`config.mk`:
```
export PLATFORM = sky130hd
export DESIGN_NAME = muldiv_unit
export DESIGN_NICKNAME = d
export VERILOG_FILES = /design/src/rtl/riscv_pkg.sv /design/src/rtl/muldiv_unit.sv
export SDC_FILE = /design/constraint.sdc
export NUM_CORES = 1
export LEC_CHECK = 0
export CAP_MARGIN = 20
export CORE_MARGIN = 2
export CORE_UTILIZATION = 25
export CTS_CLUSTER_DIAMETER = 120
export DETAILED_ROUTE_END_ITERATION = 16
export GPL_ROUTABILITY_DRIVEN = 0
export PLACE_DENSITY = 0.42
export SLEW_MARGIN = 20
export SYNTH_ARGS = -nofsm -noshare
export SYNTH_HDL_FRONTEND = slang
export SYNTH_SLANG_ARGS = --single-unit
```
`constraint.sdc`:
```
create_clock -name clk_i -period 7.2 [get_ports clk_i]
set_input_delay 1.8 -clock clk_i [delete_from_list [all_inputs] [get_ports clk_i]]
set_output_delay 1.8 -clock clk_i [all_outputs]
set_load 0.03 [all_outputs]
```
`src/rtl/riscv_pkg.sv`:
```
// Shared RISC-V core types: datapath width, M-extension operation codes
// (encoded as funct3) and the decoder operation list that feeds them.
package riscv_pkg;

  localparam int XLEN = 32;

  typedef enum logic [2:0] {
    MUL    = 3'b000,
    MULH   = 3'b001,
    MULHSU = 3'b010,
    MULHU  = 3'b011,
    DIV    = 3'b100,
    DIVU   = 3'b101,
    REM    = 3'b110,
    REMU   = 3'b111
  } muldiv_op_e;

  // M-extension entries sit at 5'b11xxx so their low three bits are funct3.
  typedef enum logic [4:0] {
    OP_ADD    = 5'b00000,
    OP_SUB    = 5'b00001,
    OP_AND    = 5'b00010,
    OP_OR     = 5'b00011,
    OP_XOR    = 5'b00100,
    OP_SLL    = 5'b00101,
    OP_SRL    = 5'b00110,
    OP_SRA    = 5'b00111,
    OP_SLT    = 5'b01000,
    OP_SLTU   = 5'b01001,
    OP_MUL    = 5'b11000,
    OP_MULH   = 5'b11001,
    OP_MULHSU = 5'b11010,
    OP_MULHU  = 5'b11011,
    OP_DIV    = 5'b11100,
    OP_DIVU   = 5'b11101,
    OP_REM    = 5'b11110,
    OP_REMU   = 5'b11111
  } operation_e;

  typedef enum logic [1:0] {
    IDLE = 2'b00,
    CALC = 2'b01,
    FIX  = 2'b10,
    DONE = 2'b11
  } md_state_e;

  function automatic logic is_muldiv(input operation_e op);
    return op[4:3] == 2'b11;
  endfunction

  function automatic muldiv_op_e to_muldiv_op(input operation_e op);
    return muldiv_op_e'(op[2:0]);
  endfunction

endpackage

```
`src/rtl/muldiv_unit.sv`:
```
// Iterative radix-2 multiply/divide unit for the RISC-V M extension:
// magnitude shift-add / restoring divide, sign fix-up in a final cycle.
module muldiv_unit #(
  parameter int XLEN         = riscv_pkg::XLEN,
  parameter bit FAST_SPECIAL = 1'b1
) (
  input  logic                   clk_i,
  input  logic                   rst_i,
  input  logic                   valid_i,
  input  riscv_pkg::muldiv_op_e  op_i,
  input  logic [XLEN-1:0]        a_i,
  input  logic [XLEN-1:0]        b_i,
  input  logic [4:0]             rd_addr_i,
  input  logic                   flush_i,
  output logic                   ready_o,
  output logic                   busy_o,
  output logic                   done_o,
  output logic [XLEN-1:0]        result_o,
  output logic [4:0]             rd_addr_o
);

  import riscv_pkg::*;

  localparam int CW = $clog2(XLEN);

  md_state_e         r_state;
  md_state_e         w_next;
  muldiv_op_e        r_op;
  logic [CW-1:0]     r_cnt;
  logic [XLEN-1:0]   r_hi;
  logic [XLEN-1:0]   r_lo;
  logic [XLEN-1:0]   r_b;
  logic [XLEN-1:0]   r_result;
  logic [4:0]        r_rd;
  logic              r_a_neg;
  logic              r_b_neg;
  logic              r_div0;

  logic              w_accept;
  logic              w_a_signed;
  logic              w_b_signed;
  logic              w_a_neg;
  logic              w_b_neg;
  logic              w_div0;
  logic              w_ovf;
  logic              w_fast;
  logic [XLEN-1:0]   w_a_mag;
  logic [XLEN-1:0]   w_b_mag;
  logic [XLEN-1:0]   w_special;
  logic [XLEN-1:0]   w_fix;
  logic [XLEN:0]     w_sum;
  logic [XLEN:0]     w_shift;
  logic [XLEN:0]     w_diff;
  logic [2*XLEN-1:0] w_prod;

  assign ready_o   = (r_state == IDLE) || (r_state == DONE);
  assign busy_o    = (r_state == CALC) || (r_state == FIX);
  assign done_o    = (r_state == DONE);
  assign result_o  = r_result;
  assign rd_addr_o = r_rd;
  assign w_accept  = valid_i && ready_o && !flush_i;

  always_comb begin
    w_a_signed = op_i inside {MUL, MULH, MULHSU, DIV, REM};
    w_b_signed = op_i inside {MUL, MULH, DIV, REM};
    w_a_neg    = w_a_signed && a_i[XLEN-1];
    w_b_neg    = w_b_signed && b_i[XLEN-1];
    w_a_mag    = w_a_neg ? -a_i : a_i;
    w_b_mag    = w_b_neg ? -b_i : b_i;
    w_div0     = op_i[2] && (b_i == '0);
    w_ovf      = (op_i inside {DIV, REM}) && (a_i == {1'b1, {(XLEN-1){1'b0}}})
                 && (b_i == '1);
    w_fast     = FAST_SPECIAL && (w_div0 || w_ovf);
    w_special  = '0;
    if (w_div0)
      w_special = (op_i inside {DIV, DIVU}) ? '1 : a_i;
    else if (w_ovf)
      w_special = (op_i == DIV) ? a_i : '0;
  end

  // One radix-2 step: {r_hi,r_lo} is the product for multiply and {remainder,quotient} for divide.
  always_comb begin
    w_sum   = {1'b0, r_hi} + (r_lo[0] ? {1'b0, r_b} : {(XLEN+1){1'b0}});
    w_shift = {r_hi, r_lo[XLEN-1]};
    w_diff  = w_shift - {1'b0, r_b};
    w_prod  = (r_a_neg ^ r_b_neg) ? -{r_hi, r_lo} : {r_hi, r_lo};
    w_fix   = '0;
    case (r_op)
      MUL:                  w_fix = w_prod[XLEN-1:0];
      MULH, MULHSU, MULHU:  w_fix = w_prod[2*XLEN-1:XLEN];
      DIV, DIVU:            w_fix = r_div0 ? '1 : ((r_a_neg ^ r_b_neg) ? -r_lo : r_lo);
      REM, REMU:            w_fix = r_a_neg ? -r_hi : r_hi;
      default:              w_fix = '0;
    endcase
  end

  always_comb begin
    w_next = r_state;
    if (flush_i) begin
      w_next = IDLE;
    end else begin
      case (r_state)
        IDLE:    if (w_accept) w_next = w_fast ? DONE : CALC;
        CALC:    if (r_cnt == '0) w_next = FIX;
        FIX:     w_next = DONE;
        DONE:    w_next = w_accept ? (w_fast ? DONE : CALC) : IDLE;
        default: w_next = IDLE;
      endcase
    end
  end

  always_ff @(posedge clk_i or posedge rst_i) begin
    if (rst_i) r_state <= IDLE;
    else       r_state <= w_next;
  end

  always_ff @(posedge clk_i or posedge rst_i) begin
    if (rst_i) begin
      r_op     <= MUL;
      r_cnt    <= '0;
      r_hi     <= '0;
      r_lo     <= '0;
      r_b      <= '0;
      r_result <= '0;
      r_rd     <= '0;
      r_a_neg  <= 1'b0;
      r_b_neg  <= 1'b0;
      r_div0   <= 1'b0;
    end else if (w_accept) begin
      r_op     <= op_i;
      r_rd     <= rd_addr_i;
      r_a_neg  <= w_a_neg;
      r_b_neg  <= w_b_neg;
      r_div0   <= w_div0;
      r_hi     <= '0;
      r_lo     <= w_a_mag;
      r_b      <= w_b_mag;
      r_cnt    <= CW'(XLEN-1);
      r_result <= w_fast ? w_special : '0;
    end else if (!flush_i) begin
      if (r_state == CALC) begin
        if (r_op[2]) begin
          r_hi <= w_diff[XLEN] ? w_shift[XLEN-1:0] : w_diff[XLEN-1:0];
          r_lo <= {r_lo[XLEN-2:0], ~w_diff[XLEN]};
        end else begin
          r_hi <= w_sum[XLEN:1];
          r_lo <= {w_sum[0], r_lo[XLEN-1:1]};
        end
        if (r_cnt != '0) r_cnt <= r_cnt - CW'(1);
      end else if (r_state == FIX) begin
        r_result <= w_fix;
      end
    end
  end

endmodule

```
==> qor.csv <==
metric,value,unit
p_per_area,461.0,mW/mm²
maxSlewHeadroom,0.3352,
multi_input_area,0.01043,mm²
root_buffer,clkbuf_16,
final_cell_mix,"nand2_1 (192), a21oi_1 (188), nor2_1 (183)",
antennaDiodeCount,0,
route.detailed.drc,0,
synthArstFlopShare,1.000,
final_max_slew_viol_count,0,
switching_share,0.5454,
drtIter0Drc,1296,
leakagePower,7.125,nW
slowest_delay,680,ps
synth_edf_count,0,
clkSinkCount,146,
avgViaCountPerCell,5.413,
setup_violations,0,
path_cells,clkdlybuf4s50_1 -> or4_1 -> or4_4 -> nor4_4 -> nand2b_1 -> or4_4 -> or2_1 -> a21oi_2 -> buf_4 -> o21ai_2 -> o2bb2ai_1 -> a31oi_1,
crit_path_end_kind,flop,
avgSynthCellArea,7.501,µm²
initial_core_util,0.2526,
post_cts_resized,0,
crit_fanout,14,
finalSetupTns,0,ps
hold_path.class,reg -> reg,
die_h,248.0,µm
dp_hpwl,45210,µm
yosysSeqAreaShare,0.2455,
path_class,in -> reg,
p_switching,0.004346,W
cts_tree,done,
syn_nets,2137,
timing.final.crit_share,0.7685,
io_buffers,115,
p_seq_frac,0.213,
num_rows,89,
clkPwrFrac,0.118,
wl_per_cell,21.08,µm
path_common_cell,or4_4,
clk_pin_slew_worst_paths,70,ps
cts_buffers,17,
grt_max_degree,77,
cp_slowest_cell,a21oi_2,
syn_inst,1984,
synth.distinct_cells,82,
vias,15120,
htree_levels,4,
drt_pass1_iterations,5,
cts_max_path_buffers,2,
fin_crit,5533,ps
syn_to_final_growth,16.16,%
reg2reg_depth,11,
holdPathStages,2,
final_util,0.2935,
drv_cap,0,
antenna_found_initial,0,
hold_buffers,0,
crit_required,7620,ps
ff_latch_area,0.003655,mm²
fin_skew,10.24,ps
nNetsFinal,2160,
hold_viol,0,
worstPathArrival,5950,ps
rsz0062_at_grt,no,
tightestPinTransition,994.8,ps
yosysWarnings,0,
synth_ff_type,dfrtp_1,
ys_ff_latch,146,
first_global_vias,14290,
r2r_setup_slack,2450,ps
dieArea,0.06149,mm²
die_w,248.0,µm
status,finished clean,
grt_pass1_wl,89480,µm
io_pins,116,
pwr-share-comb,0.670,
layout-drive-gt1-share,0.05149,
worstSetupStartpointType,input port,
fillers,6377,
clock.fmax,180.7,MHz
netlist_area,0.01488,mm²
grtUsageTotal,0.1926,
vdd_ir_drop_max,0.2476,mV
core_area,0.05891,mm²
drt-total-wl,58890,µm
overflow,0,
clk_latency,490,ps
ant_nets,0,
cts_setup_buffers,0,
final_common_cell,nand2_1,
internal_power,0.003622,W
## critical path, delay by kind of cell
family	cells	cell delay [ps]
AO/OA/AOI/OAI	4	1030
buffers and inverters	2	810
AND/OR/NAND/NOR	6	2300
## final timing paths
kind / from / endpoint
worst min-delay path: rd_addr_o[2] / rd_addr_o[2]
min in group asynchronous: rst_i / r_lo[29]
max in group asynchronous: rst_i / rd_addr_o[1]
worst min register to register: rd_addr_o[2] / rd_addr_o[2]
worst max-delay path: b_i[9] / result_o[19]
worst max register to register: r_hi[6] / r_hi[27]
## final cells by class
| cell class | instances | share of cell area |
|---|---|---|
| inverter | 69 | 0.01527 |
| multi-input combinational | 1630 | 0.6034 |
| timing repair buffer | 143 | 0.07947 |
| clock inverter | 14 | 0.009047 |
| sequential | 146 | 0.2114 |
| tap | 773 | 0.05595 |
| clock buffer | 18 | 0.02541 |
## synthesized netlist by cell type, types with 7 or more instances
library cell / number / area [µm²]
dfrtp_1: 146 / 3654
o21bai_1: 7 / 52.55
nor3_1: 44 / 220.2
or4_1: 17 / 127.6
o221ai_1: 19 / 166.4
nand2b_1: 24 / 150.1
o31ai_1: 25 / 187.7
nand2_1: 192 / 720.7
buf_1: 11 / 41.29
o21a_1: 15 / 112.6
nor2_1: 186 / 698.2
inv_1: 68 / 255.2
a22oi_1: 16 / 120.1
o211ai_1: 24 / 180.2
buf_2: 12 / 60.06
o21ai_1: 12 / 60.06
a221oi_1: 9 / 78.83
nand4_1: 31 / 193.9
and3_1: 10 / 62.56
xnor2_1: 93 / 814.5
clkbuf_1: 109 / 409.1
or2_2: 12 / 75.07
mux2i_1: 40 / 400.4
xor2_1: 97 / 849.6
a31oi_1: 24 / 150.1
a21oi_1: 188 / 940.9
nor2b_1: 14 / 87.58
a21o_1: 31 / 232.7
o41ai_1: 12 / 105.1
ha_1: 75 / 938.4
a211oi_1: 42 / 315.3
and2_1: 12 / 75.07
nand3_1: 46 / 230.2
o21ai_0: 182 / 910.9
or3_1: 16 / 100.1
nor4_1: 21 / 131.4
## layer usage
| metal | track usage | wire (µm) | vias up |
|---|---|---|---|
| met2 | 0.3030 | 26540 | 433 |
| met3 | 0.02444 | 2728 | 90 |
| met1 | 0.2652 | 27640 | 7331 |
| li1 | - | - | 7264 |
| met5 | 0 | 0 | - |
| met4 | 0.07925 | 1977 | 0 |
## through the flow
step	total power, W	instance area [µm²]	cells	hold slack, ps	setup slack [ps]
2_1_floorplan	0.005293	14880	1984	449.8	1477
3_3_place_gp	0.006958	16690	2761	459.8	1191
3_5_place_dp	0.006960	16690	2761	464.3	1213
4_1_cts	0.007933	17280	2793	482.7	1745
5_1_grt	0.008596	17290	2793	505.3	1492
6_report	0.007968	17290	2793	478.5	1667
## sequential cells by signal, summed over array words and instances, names as in the netlist
signal and count:
r_div0 1, r_op 3, rd_addr_o 5, r_b_neg 1, r_a_neg 1, r_hi 32
r_cnt 5, r_b 32, result_o 32, r_lo 32, r_state 2
## cells by family after synthesis
logic type,count (synthesis),synth area share
buffers and inverters,208,0.05557
AOI/OAI and AO/OA,663,0.2788
adders and majority gates,77,0.06575
xor gates and xnor gates,190,0.1118
DFF,146,0.2455
and+or+nand+nor,660,0.2157
muxes,40,0.02690
## power groups by stage
stage / Combinational (W) / Sequential [W] / Clock (W)
detailed placement: 0.00526 / 0.00170 / 0
floorplan: 0.00382 / 0.00147 / 0
finish: 0.00534 / 0.00169 / 0.000936
global placement: 0.00527 / 0.00169 / 0
global route: 0.00584 / 0.00175 / 0.00100
CTS: 0.00528 / 0.00169 / 0.000967
No activity file was read; power rests on OpenSTA's default activity.
